$ cat config.mk
export PLATFORM = sky130hd
export DESIGN_NAME = sub_share_arbiter
export DESIGN_NICKNAME = d
export VERILOG_FILES = /design/src/rtl/sub_share_arbiter.sv
export SDC_FILE = /design/constraint.sdc
export NUM_CORES = 1
export LEC_CHECK = 0
export ABC_AREA = 1
export CAP_MARGIN = 20
export CORE_ASPECT_RATIO = 1.25
export CORE_MARGIN = 2
export CORE_UTILIZATION = 42
export DETAILED_ROUTE_END_ITERATION = 7
export GPL_TIMING_DRIVEN = 0
export PLACE_DENSITY = 0.77
export SETUP_SLACK_MARGIN = 0.3
export SLEW_MARGIN = 10
export SYNTH_ARGS = -nofsm -noshare
export SYNTH_HDL_FRONTEND = slang
export SYNTH_SLANG_ARGS = --single-unit
$ cat constraint.sdc
create_clock -name iClk -period 1.9 [get_ports iClk]
set_input_delay 0.38 -clock iClk [delete_from_list [all_inputs] [get_ports iClk]]
set_output_delay 0.38 -clock iClk [all_outputs]
set_load 0.01 [all_outputs]
$ cat src/rtl/sub_share_arbiter.sv
// -----------------------------------------------------------------------------
// sub_share_arbiter
//
// Round-robin arbiter and sequencer that time-shares one WIDTH-bit subtractor
// (difference plus borrow-out) between NREQ requesters. One operand pair is in
// flight at a time: IDLE grants and latches a request, EXEC performs A-B and
// registers the result, RESP holds the tagged result until it is consumed.
//
// Parameters:
//   NREQ   number of requesters (2..8)
//   WIDTH  operand/result width
//   IDW    requester index width, 2**IDW >= NREQ
//
// Ports:
//   iClk        clock, rising edge
//   iRst_n      asynchronous active-low reset
//   iReqValid   per-requester request valid
//   iReqA       minuends,    requester k at [k*WIDTH +: WIDTH]
//   iReqB       subtrahends, requester k at [k*WIDTH +: WIDTH]
//   oReqReady   one-hot grant/accept strobe (IDLE only)
//   oRspValid   response valid
//   oRspId      index of the requester owning the response
//   oRspDiff    A-B modulo 2**WIDTH
//   oRspBorrow  1 when A < B (unsigned)
//   oRspZero    (only with SUB_ARB_ZERO_FLAG_EN) 1 when the difference is 0
//   iRspReady   response consumer ready
//
// Build option:
//   SUB_ARB_ZERO_FLAG_EN  adds the oRspZero response flag.
// -----------------------------------------------------------------------------
module sub_share_arbiter #(
    parameter int NREQ  = 4,
    parameter int WIDTH = 8,
    parameter int IDW   = 2
) (
    input  logic                  iClk,
    input  logic                  iRst_n,
    input  logic [NREQ-1:0]       iReqValid,
    input  logic [NREQ*WIDTH-1:0] iReqA,
    input  logic [NREQ*WIDTH-1:0] iReqB,
    output logic [NREQ-1:0]       oReqReady,
    output logic                  oRspValid,
    output logic [IDW-1:0]        oRspId,
    output logic [WIDTH-1:0]      oRspDiff,
    output logic                  oRspBorrow,
`ifdef SUB_ARB_ZERO_FLAG_EN
    output logic                  oRspZero,
`endif
    input  logic                  iRspReady
);

    localparam logic [1:0] ST_IDLE = 2'd0;
    localparam logic [1:0] ST_EXEC = 2'd1;
    localparam logic [1:0] ST_RESP = 2'd2;

    logic [1:0]       state;
    logic [IDW-1:0]   rr_ptr;
    logic [IDW-1:0]   op_id;
    logic [WIDTH-1:0] op_a;
    logic [WIDTH-1:0] op_b;

    logic             grant_found;
    logic [IDW-1:0]   grant_id;
    logic [IDW:0]     cand;
    logic [WIDTH:0]   sub_full;

    // Round-robin scan: start at rr_ptr and wrap by comparing against NREQ,
    // so non-power-of-two requester counts never visit a nonexistent index.
    always_comb begin
        // NOTE: every combinational output gets a default before any branch,
        // otherwise paths that skip an assignment would infer a latch.
        grant_found = 1'b0;
        grant_id    = '0;
        cand        = '0;
        for (int i = 0; i < NREQ; i++) begin
            cand = {1'b0, rr_ptr} + (IDW+1)'(i);
            if (cand >= (IDW+1)'(NREQ)) begin
                cand = cand - (IDW+1)'(NREQ);
            end
            if (!grant_found && iReqValid[cand[IDW-1:0]]) begin
                grant_found = 1'b1;
                grant_id    = cand[IDW-1:0];
            end
        end
    end

    // Grant is combinational and only offered in IDLE. Gating with iRst_n keeps
    // the strobe low while reset is held even though valids may be present.
    always_comb begin
        oReqReady = '0;
        if (iRst_n && state == ST_IDLE && grant_found) begin
            oReqReady = NREQ'(1) << grant_id;
        end
    end

    // Extra MSB of the widened subtraction is the borrow-out (A < B).
    assign sub_full = {1'b0, op_a} - {1'b0, op_b};

    always_ff @(posedge iClk or negedge iRst_n) begin
        if (!iRst_n) begin
            state      <= ST_IDLE;
            rr_ptr     <= '0;
            op_id      <= '0;
            op_a       <= '0;
            op_b       <= '0;
            oRspValid  <= 1'b0;
            oRspId     <= '0;
            oRspDiff   <= '0;
            oRspBorrow <= 1'b0;
`ifdef SUB_ARB_ZERO_FLAG_EN
            oRspZero   <= 1'b0;
`endif
        end else begin
            // NOTE: state registers use non-blocking assignments so every
            // flop samples pre-edge values regardless of statement order.
            case (state)
                ST_IDLE: begin
                    if (grant_found) begin
                        op_a  <= iReqA[grant_id*WIDTH +: WIDTH];
                        op_b  <= iReqB[grant_id*WIDTH +: WIDTH];
                        op_id <= grant_id;
                        state <= ST_EXEC;
                    end
                end
                ST_EXEC: begin
                    oRspDiff   <= sub_full[WIDTH-1:0];
                    oRspBorrow <= sub_full[WIDTH];
`ifdef SUB_ARB_ZERO_FLAG_EN
                    oRspZero   <= (sub_full[WIDTH-1:0] == '0);
`endif
                    oRspId     <= op_id;
                    oRspValid  <= 1'b1;
                    state      <= ST_RESP;
                end
                ST_RESP: begin
                    if (iRspReady) begin
                        oRspValid <= 1'b0;
                        // Requester just served drops to lowest priority.
                        rr_ptr    <= (oRspId == IDW'(NREQ-1)) ? '0 : oRspId + IDW'(1);
                        state     <= ST_IDLE;
                    end
                end
                default: begin
                    state <= ST_IDLE;
                end
            endcase
        end
    end

endmodule

==> results.json, run 1 <==
{
  "outcome": "finished, violations left",
  "violations": "setup timing",
  "drive_above_1_share_pct": 36.0,
  "synth.area.mux_share_pct": 0,
  "drt_wl_total_um": 10300,
  "final_antenna_net_count": 0,
  "endpoint_kind": "output pin",
  "clkTransAtPathRegs_ps": 70,
  "die_w_um": 74.5,
  "yosys.area_share.simple_pct": 47.8,
  "hold_slack_ps": 169,
  "yosysSeqAreaShare_pct": 32.6,
  "ys_warn_count": 0,
  "syn-num-nets": 487,
  "synthCells": 406,
  "grtUsageTotal_pct": 26.2,
  "drv_cap": 0,
  "cts_max_path_buffers": 2,
  "synth-compound-area-share_pct": 5.13,
  "syn_avg_cell_area_um2": 6.42,
  "gr-total-overflow": 0,
  "htree_levels": 2,
  "core_um2": 6090,
  "die_h_um": 92.1,
  "synth_edf_count": 0,
  "wl_per_cell_um": 16.1,
  "start_util_pct": 42.8,
  "drtIter0Drc": 214,
  "hold_viol": 0,
  "diodes": 0,
  "numCtsBuffers": 5,
  "crit_path_max_fanout": 4,
  "clk_latency_ps": 290,
  "firstDrtPassIters": 5,
  "dp_hpwl_um": 5670,
  "cts.sinks": 34,
  "drt_drc_violations_left": 0,
  "finClkSkew_ps": 4.52,
  "fmax_mhz": 397,
  "setup_violations": 21,
  "io_buffers": 86,
  "antenna_found_initial": 0,
  "gp_congestion": 0.892,
  "viasPerCell": 5.34,
  "grt_busiest_layer": "met2",
  "fin_setup_tns_ps": -9180,
  "critPathArrivalTime_ps": 2140,
  "max-slew-margin-rel_pct": 47.8,
  "grt_max_degree": 36,
  "synthFlopType": "dfrtp_1",
  "min_path_type": "primary input to asynchronous set/reset pin",
  "async_reset_ff_share_pct": 100,
  "synthToLayoutAreaGrowth_pct": 79.7,
  "fin_ws_ps": -616,
  "yosysTopAreaCell": "dfrtp_1",
  "synth_seq_cells": 34,
  "cts_tree": "built",
  "path_class": "primary input to output pin",
  "synth_top_family_by_area": "simple AND/OR/NAND/NOR gates",
  "rows": 32,
  "fill_cells": 414,
  "post-route-min-period_ps": 2520,
  "use_met2_pct": 47.1,
  "yosys.area_share.xor_xnor_pct": 0.336,
  "rsz0062_at_grt": "yes",
  "met1_usage_pct": 28.8,
  "grtUsageMet3_pct": 3.30,
  "yosys.area.top_type_share_pct": 32.6,
  "min_period_over_period_pct": 132,
  "final_max_slew_viol_count": 0,
  "synth.distinct_cells": 30,
  "synth.area.top_cells": "dfrtp_1 33%, nand2_1 32%, nand4_1 8.2%, ha_1 4.3%, inv_1 3.3%",
  "grt_pass1_wl_um": 14000,
  "grt_pass1_vias": 3170,
  "synth_adder_area_share_pct": 5.09,
  "die-area_um2": 6860,
  "layout.nets": 636,
  "cts-root-buf": "clkbuf_8",
  "pin_count": 87,
  "synth.cell_area_um2": 2610,
  "worst_pin_slew_ps": 783,
  "startpoint_type": "primary input",
  "crit_required_ps": 1520,
  "routed-via-count": 3423
}
## Yosys cell counts (3+ instances only)
| library cell | count |
|---|---|
| o21ai_0 | 10 |
| buf_6 | 4 |
| a21oi_1 | 7 |
| inv_2 | 3 |
| nand2_2 | 4 |
| nand4_1 | 34 |
| nor2_1 | 8 |
| nand3_1 | 7 |
| ha_1 | 9 |
| buf_2 | 11 |
| dfrtp_1 | 34 |
| nand2_1 | 225 |
| inv_1 | 23 |
| nor3_1 | 4 |
## timing repair
item,in CTS,in global routing
setup buffers,33,18
gates cloned,5,0
gates resized for setup,77,95
endpoints found under the setup margin,37,32
pin swaps,27,59
hold buffers,0,0
## path summary, 6_finish.rpt
path	startpoint	end	slack, ps	depth (start not counted)
max in group asynchronous	iRst_n	rr_ptr[1]$_DFFE_PN0P_	1190	1
worst max-delay path	iReqValid[1]	oReqReady[3]	-620	12
min in group iClk	oRspValid$_DFFE_PN0P_	oRspValid$_DFFE_PN0P_	480	2
worst min register to register	oRspValid$_DFFE_PN0P_	oRspValid$_DFFE_PN0P_	480	2
worst max register to register	rr_ptr[0]$_DFFE_PN0P_	op_b[6]$_DFFE_PN0P_	-530	21
worst min-delay path	iRst_n	oRspValid$_DFFE_PN0P_	170	1
## registers in the layout, summed over array words and instances, names as in the netlist
name,count
oRspValid,1
op_id,2
state,2
oRspId,2
op_a,8
oRspBorrow,1
rr_ptr,2
op_b,8
oRspDiff,8
## critical path, stage by stage
cell,delay [ps]
clkdlybuf4s50_1,450
inv_2,80
nand2_2,70
nand3_4,100
nand2_4,80
nor2_4,180
nand4_1,170
nand3_4,160
inv_6,50
buf_8,120
nor3_2,130
buf_2,150
## logic make-up (layout without fill, tap and decap cells)
logic type	after synthesis	count (layout)
AO/OA/AOI/OAI	24	24
XOR/XNOR	1	1
adder cells (fa/ha/maj)	10	10
buffers and inverters	48	198
flip-flops	34	34
AND/OR/NAND/NOR	289	289
## metrics by stage
stage          std cells  setup slack, ps  util [%]  area (um^2)
2_1_floorplan        406            -55.7         -         2700
6_report             641             -616      77.0         4690
3_5_place_dp         577            -1090      60.1         3660
3_3_place_gp         577            -1560      60.2         3660
5_1_grt              641             -677      77.0         4690
4_1_cts              623             -534      70.1         4270
## layer usage
metal	part of all wire, %	up-vias
met5	0	-
met3	4.5	37
met1	36	1621
met4	4.4	0
li1	-	1601
met2	55	164
## layout by cell type, fill, tap and decap left out, types with 2 or more instances in the layout
master / Yosys / final
ha_4: 0 / 2
nor2_1: 8 / 7
nand3_2: 2 / 3
nor2_4: 1 / 2
nand3_4: 2 / 5
o21ai_1: 1 / 5
dfrtp_2: 0 / 2
nand4_1: 34 / 34
buf_8: 0 / 5
dlymetal6s2s_1: 0 / 3
o21ai_2: 0 / 2
a21oi_1: 7 / 4
clkbuf_1: 2 / 2
clkdlybuf4s50_1: 0 / 75
dlygate4sd2_1: 0 / 3
clkinv_2: 0 / 2
o21ai_0: 10 / 4
nand2_1: 225 / 156
inv_4: 1 / 3
nand3_1: 7 / 3
nor3_4: 0 / 3
buf_16: 0 / 2
buf_12: 0 / 3
clkbuf_8: 0 / 8
buf_2: 11 / 13
ha_1: 9 / 6
buf_4: 2 / 40
a21oi_2: 0 / 3
o211ai_1: 2 / 2
dfrtp_1: 34 / 32
inv_2: 3 / 8
buf_6: 4 / 15
inv_1: 23 / 15
nand2_2: 4 / 54
nand2_4: 0 / 19
## area by class of cell
cell class	instances	area (um^2)	area share, %
multi-input combinational	324	1950	41.5
clock buffer	8	110	2.35
inverter	29	124	2.64
tap	85	106	2.27
buffer	19	165	3.52
timing repair buffer	142	1380	29.5
sequential	34	853	18.2
Power of run 1 is not shown: default switching activity piles up to over one toggle a cycle in this logic, so the estimate is an artifact.
==> inputs of run 2 (changes only) <==
--- a/config.mk
+++ b/config.mk
@@ -7,12 +7,14 @@
 export LEC_CHECK = 0
 export ABC_AREA = 1
 export CAP_MARGIN = 20
+export CELL_PAD_IN_SITES_DETAIL_PLACEMENT = 2
+export CELL_PAD_IN_SITES_GLOBAL_PLACEMENT = 2
 export CORE_ASPECT_RATIO = 1.25
 export CORE_MARGIN = 2
-export CORE_UTILIZATION = 42
+export CORE_UTILIZATION = 21
 export DETAILED_ROUTE_END_ITERATION = 7
 export GPL_TIMING_DRIVEN = 0
-export PLACE_DENSITY = 0.77
+export PLACE_DENSITY_LB_ADDON = 0.1
 export SETUP_SLACK_MARGIN = 0.3
 export SLEW_MARGIN = 10
 export SYNTH_ARGS = -nofsm -noshare
==> run 2 against run 1 <==
The run still ends with setup timing left. First-iteration DRC count decreased by 76%. Clock skew about the same. Worst hold slack got worse by 120 ps. Critical endpoint is now oReqReady[1]. Highest routed layer unchanged.
==> results.json, run 2 (synthesis gave the netlist of run 1 again) <==
{
  "rows": 45,
  "rr_worst_depth": 19,
  "fill_cells": 1436,
  "seq_power_share_pct": 12.0,
  "powerDensity_nw_per_um2": 2430,
  "place_area_um2": 3780,
  "layout_commonest_cell": "nand2_1",
  "hold_slack_ps": 48.8,
  "htree_levels": 2,
  "p_sw_uw": 5530,
  "drv_cap": 0,
  "cts.sinks": 34,
  "die_w_um": 104,
  "final_max_slew_viol_count": 0,
  "p_leak_uw": 0.00235,
  "wl_per_cell_um": 16.0,
  "finClkSkew_ps": 4.24,
  "max-slew-margin-rel_pct": 67.8,
  "switching_share_pct": 49.1,
  "drive_above_1_share_pct": 29.5,
  "numCtsBuffers": 5,
  "min_path_type": "primary input to asynchronous set/reset pin",
  "diodes": 0,
  "min_period_over_period_pct": 133,
  "violations": "setup timing",
  "grtUsageMet3_pct": 3.24,
  "cts-root-buf": "clkbuf_16",
  "routed-via-count": 3184,
  "path_class": "register to output pin",
  "grt_max_degree": 26,
  "final_cell_mix": "186 x nand2_1, 76 x clkdlybuf4s50_1, 43 x buf_4",
  "synthToLayoutAreaGrowth_pct": 77.7,
  "outcome": "finished, violations left",
  "design_area_um2": 4630,
  "drt_drc_violations_left": 0,
  "final_antenna_net_count": 0,
  "clkTransAtPathRegs_ps": 50,
  "cts_tree": "built",
  "start_util_pct": 21.4,
  "use_met2_pct": 33.7,
  "clk_latency_ps": 280,
  "met1_usage_pct": 18.7,
  "grt_busiest_layer": "met2",
  "critPathArrivalTime_ps": 2140,
  "pre_cts_ws_ps": -1200,
  "gp_congestion": 0.770,
  "viasPerCell": 4.47,
  "drtIter0Drc": 51,
  "crit_path_max_fanout": 5,
  "worst_pin_slew_ps": 481,
  "die-area_um2": 13300,
  "die_h_um": 129,
  "p_int_uw": 5730,
  "rsz0062_at_grt": "yes",
  "top_regs": "oRspDiff (8), op_a (8), op_b (8)",
  "endpoint_kind": "output pin",
  "fin_ws_ps": -618,
  "ir_drop_v": 0.000735,
  "core_um2": 12200,
  "setup_violations": 21,
  "grtUsageTotal_pct": 17.1,
  "gr-total-overflow": 0,
  "dp_hpwl_um": 8320,
  "power_frac_comb_pct": 81.1,
  "startpoint_type": "register",
  "grt_pass1_wl_um": 18100,
  "multi_input_area_um2": 1840,
  "post-route-min-period_ps": 2520,
  "io_buffers": 86,
  "pwr-share-clk_pct": 6.9,
  "grt_pass1_vias": 3608,
  "pin_count": 87,
  "cts_max_path_buffers": 2,
  "firstDrtPassIters": 4,
  "layout.nets": 630,
  "stdcell_count": 713,
  "fin_total_pwr_uw": 11300,
  "antenna_found_initial": 0,
  "drt_wl_total_um": 11400,
  "hold_viol": 0,
  "crit_required_ps": 1520,
  "seqCellArea_um2": 853,
  "dp_cells": 657,
  "fmax_mhz": 397
}
-- run 2: cell count changes in the layout (fill, tap and decap cells not counted), sizes merged --
cell,previous run,this run
dlygate4sd3,0,1
buf,78,68
clkbuf,10,9
bufbuf,0,1
dlygate4sd2,3,2
clkinv,2,4
clkdlybuf4s50,75,76
-- run 2: worst max-delay path, cell delays in order (launching register included) --
cell     delay [ps]
dfrtp_2         440
buf_6           160
nand2_4          70
nand2_4          60
buf_4           130
buf_4           130
a31oi_4         190
nand3_4         170
buf_8           170
nor3_4          180
buf_2           160
-- run 2: cell type report --
type | instances | share of cell area [%]
clock buffer | 5 | 2.70
sequential | 34 | 18.4
clock inverter | 2 | 0.216
buffer | 19 | 3.62
tap | 164 | 4.43
timing repair buffer | 136 | 28.1
inverter | 29 | 2.75
multi-input combinational | 324 | 39.8
-- run 2: repair_timing --
item                                    in CTS  in global routing
setup buffers                               32                 13
gates cloned                                 2                  1
gates resized for setup                     71                 54
hold buffers                                 1                  0
endpoints found under the setup margin      38                 32
endpoints found under the hold margin       10                  0
pin swaps                                   28                 25
-- run 2: path summary, 6_finish.rpt --
kind | start | end | slack (ps)
worst max-delay path | rr_ptr[0]$_DFFE_PN0P_ | oReqReady[1] | -620
max in group asynchronous | iRst_n | oRspDiff[7]$_DFFE_PN0P_ | 940
worst min register to register | oRspValid$_DFFE_PN0P_ | oRspValid$_DFFE_PN0P_ | 480
worst max register to register | rr_ptr[0]$_DFFE_PN0P_ | op_b[3]$_DFFE_PN0P_ | -360
worst min-delay path | iRst_n | oRspValid$_DFFE_PN0P_ | 50
min in group iClk | oRspValid$_DFFE_PN0P_ | oRspValid$_DFFE_PN0P_ | 480
-- run 2: power groups by stage --
stage	clock [uW]	sequential, uW	combinational, uW
after floorplan	0	1350	4260
after global placement	0	1330	6140
after detailed placement	0	1350	6270
after CTS	796	1360	8130
after global routing	814	1400	10100
final	777	1350	9120
-- run 2: metrics by stage --
stage               utilization, %  setup TNS [ps]
floorplan                        -            -109
global placement              30.9          -29200
detailed placement            31.0          -14450
CTS                           35.7           -6600
global route                  38.1           -9710
finish                        38.1           -6820
-- run 2: per-layer routing --
metal	vias to the layer above	share of wire [%]
li1	1588	-
met1	1522	40
met2	65	55
met3	9	3.7
met4	0	1.3
met5	-	0
Power figures use the tool's default switching activity.
==> inputs of run 3 (changes only) <==
--- a/config.mk
+++ b/config.mk
@@ -16,6 +16,7 @@
 export GPL_TIMING_DRIVEN = 0
 export PLACE_DENSITY_LB_ADDON = 0.1
 export SETUP_SLACK_MARGIN = 0.3
+export SKIP_LAST_GASP = 1
 export SLEW_MARGIN = 10
 export SYNTH_ARGS = -nofsm -noshare
 export SYNTH_HDL_FRONTEND = slang
==> run 3 against run 2 <==
Routed wire length grew 1.2%. The flow still finishes with violations (setup timing). Sequential share of layout area shrank 0.38 points. Via count rose by 0.50%. First-iteration DRC count decreased by 5.9%. Worst hold slack hardly changed. Final area increased by 2.1%. Clock-buffer cell count unchanged.
==> results.json, run 3 (synthesis gave the netlist of run 1 again) <==
{
  "grt_pass1_wl_um": 18100,
  "fill_cells": 1420,
  "design_area_um2": 4730,
  "min_period_over_period_pct": 132,
  "final_max_slew_viol_count": 0,
  "core_um2": 12200,
  "firstDrtPassIters": 4,
  "pin_count": 87,
  "fin_ws_ps": -615,
  "outcome": "finished, violations left",
  "gr-total-overflow": 0,
  "grt_pass1_vias": 3610,
  "ff2ff_setup_slack_ps": -510,
  "wl_per_cell_um": 16.1,
  "htree_levels": 2,
  "start_util_pct": 21.4,
  "multi_input_area_um2": 1900,
  "io_buffers": 86,
  "rr_startpoint": "rr_ptr[0]$_DFFE_PN0P_",
  "die_w_um": 104,
  "crit_chain": "buf_6 -> nand2_4 -> nand2_4 -> buf_4 -> buf_4 -> a31oi_4 -> nand3_4 -> buf_8 -> nor3_4 -> buf_2",
  "crit_path_max_fanout": 5,
  "crit_required_ps": 1520,
  "violations": "setup timing",
  "gp_congestion": 0.770,
  "diodes": 0,
  "cts_max_path_buffers": 2,
  "rows": 45,
  "path_class": "register to output pin",
  "antenna_found_initial": 0,
  "drt_wl_total_um": 11600,
  "clkTransAtPathRegs_ps": 50,
  "worst_pin_slew_ps": 481,
  "rr_worst_depth": 21,
  "layout_commonest_cell": "nand2_1",
  "drv_cap": 0,
  "max-slew-margin-rel_pct": 67.8,
  "grt_max_degree": 26,
  "drive_above_1_share_pct": 33.8,
  "drtIter0Drc": 48,
  "synthToLayoutAreaGrowth_pct": 81.4,
  "clk_latency_ps": 280,
  "layout.nets": 634,
  "cpMaxStageDelayCell": "dfrtp_2",
  "rsz0062_at_grt": "yes",
  "cts-root-buf": "clkbuf_16",
  "fmax_mhz": 398,
  "die_h_um": 129,
  "drt_drc_violations_left": 0,
  "grtUsageTotal_pct": 17.1,
  "timing.rr.end": "op_a[2]$_DFFE_PN0P_",
  "routed-via-count": 3200,
  "hold_viol": 0,
  "endpoint_kind": "output pin",
  "cts.sinks": 34,
  "top_regs": "oRspDiff (8), op_a (8), op_b (8)",
  "setup_violations": 21,
  "place_area_um2": 3780,
  "cts_tree": "built",
  "numCtsBuffers": 5,
  "startpoint_type": "register",
  "finClkSkew_ps": 4.13,
  "post-route-min-period_ps": 2510,
  "viasPerCell": 4.46,
  "min_path_type": "primary input to asynchronous set/reset pin",
  "slowest_delay_ps": 440,
  "critPathArrivalTime_ps": 2130,
  "seqCellArea_um2": 853,
  "final_cell_mix": "165 x nand2_1, 76 x clkdlybuf4s50_1, 53 x nand2_2",
  "dp_hpwl_um": 8320,
  "final_antenna_net_count": 0,
  "die-area_um2": 13300
}
[run 3: cell types whose count changed in the layout (fill, tap and decap cells not counted)]
cell,change
nand2_4,+1
buf_6,+4
bufbuf_16,-1
nand2_2,+20
nand2_1,-21
buf_16,+1
[run 3: cell type report]
type / count / share of cell area, %
clock buffers: 5 / 2.64
flip-flops and latches: 34 / 18.0
repair buffers: 140 / 28.3
clock inverters: 2 / 0.212
plain buffers: 19 / 3.62
inverters: 29 / 2.70
well taps: 164 / 4.34
multi-input cells: 324 / 40.1
[run 3: per-layer routing]
metal	GRT usage, %	wire [um]	vias to the layer above
met1	18.7	4580	1531
met2	33.7	6430	65
met5	0	0	-
met3	3.24	418	9
met4	4.29	145	0
li1	-	-	1595
[run 3: worst max-delay path: cells and delay by family (launching register included)]
family / cells / cell delay [ps]
buffers and inverters: 5 / 750
AND/OR/NAND/NOR: 4 / 460
flip-flops: 1 / 440
AO/OA/AOI/OAI: 1 / 190
[run 3: per-stage QoR]
stage	TNS (ps)	hold WS, ps	setup WS, ps	utilization (%)	instances
floorplan	-109	84.4	-55.7	-	406
detailed placement	-14450	287	-1200	31.0	657
global route	-12480	69.7	-721	38.9	717
CTS	-6610	55.1	-663	35.7	699
finish	-9650	48.9	-615	38.9	717
global placement	-29200	463	-1730	30.9	656
[run 3: repair_timing]
| item | CTS | global route |
|---|---|---|
| hold buffers | 1 | 0 |
| pin swaps | 28 | 42 |
| buffers inserted | 32 | 17 |
| endpoints found under the setup margin | 38 | 32 |
| resized for setup | 70 | 82 |
| endpoints found under the hold margin | 10 | 0 |
| gates cloned | 2 | 1 |
[run 3: worst max path at each step]
stage | start | end
final | rr_ptr[0]$_DFFE_PN0P_ | oReqReady[0]
after global routing | rr_ptr[0]$_DFFE_PN0P_ | oReqReady[3]
after CTS | rr_ptr[0]$_DFFE_PN0P_ | oReqReady[3]
after detailed placement | iReqValid[3] | oReqReady[0]
after global placement | iRst_n | oReqReady[0]
after floorplan | rr_ptr[0]$_DFFE_PN0P_ | oReqReady[2]
Power of run 3 is left out for the same reason.
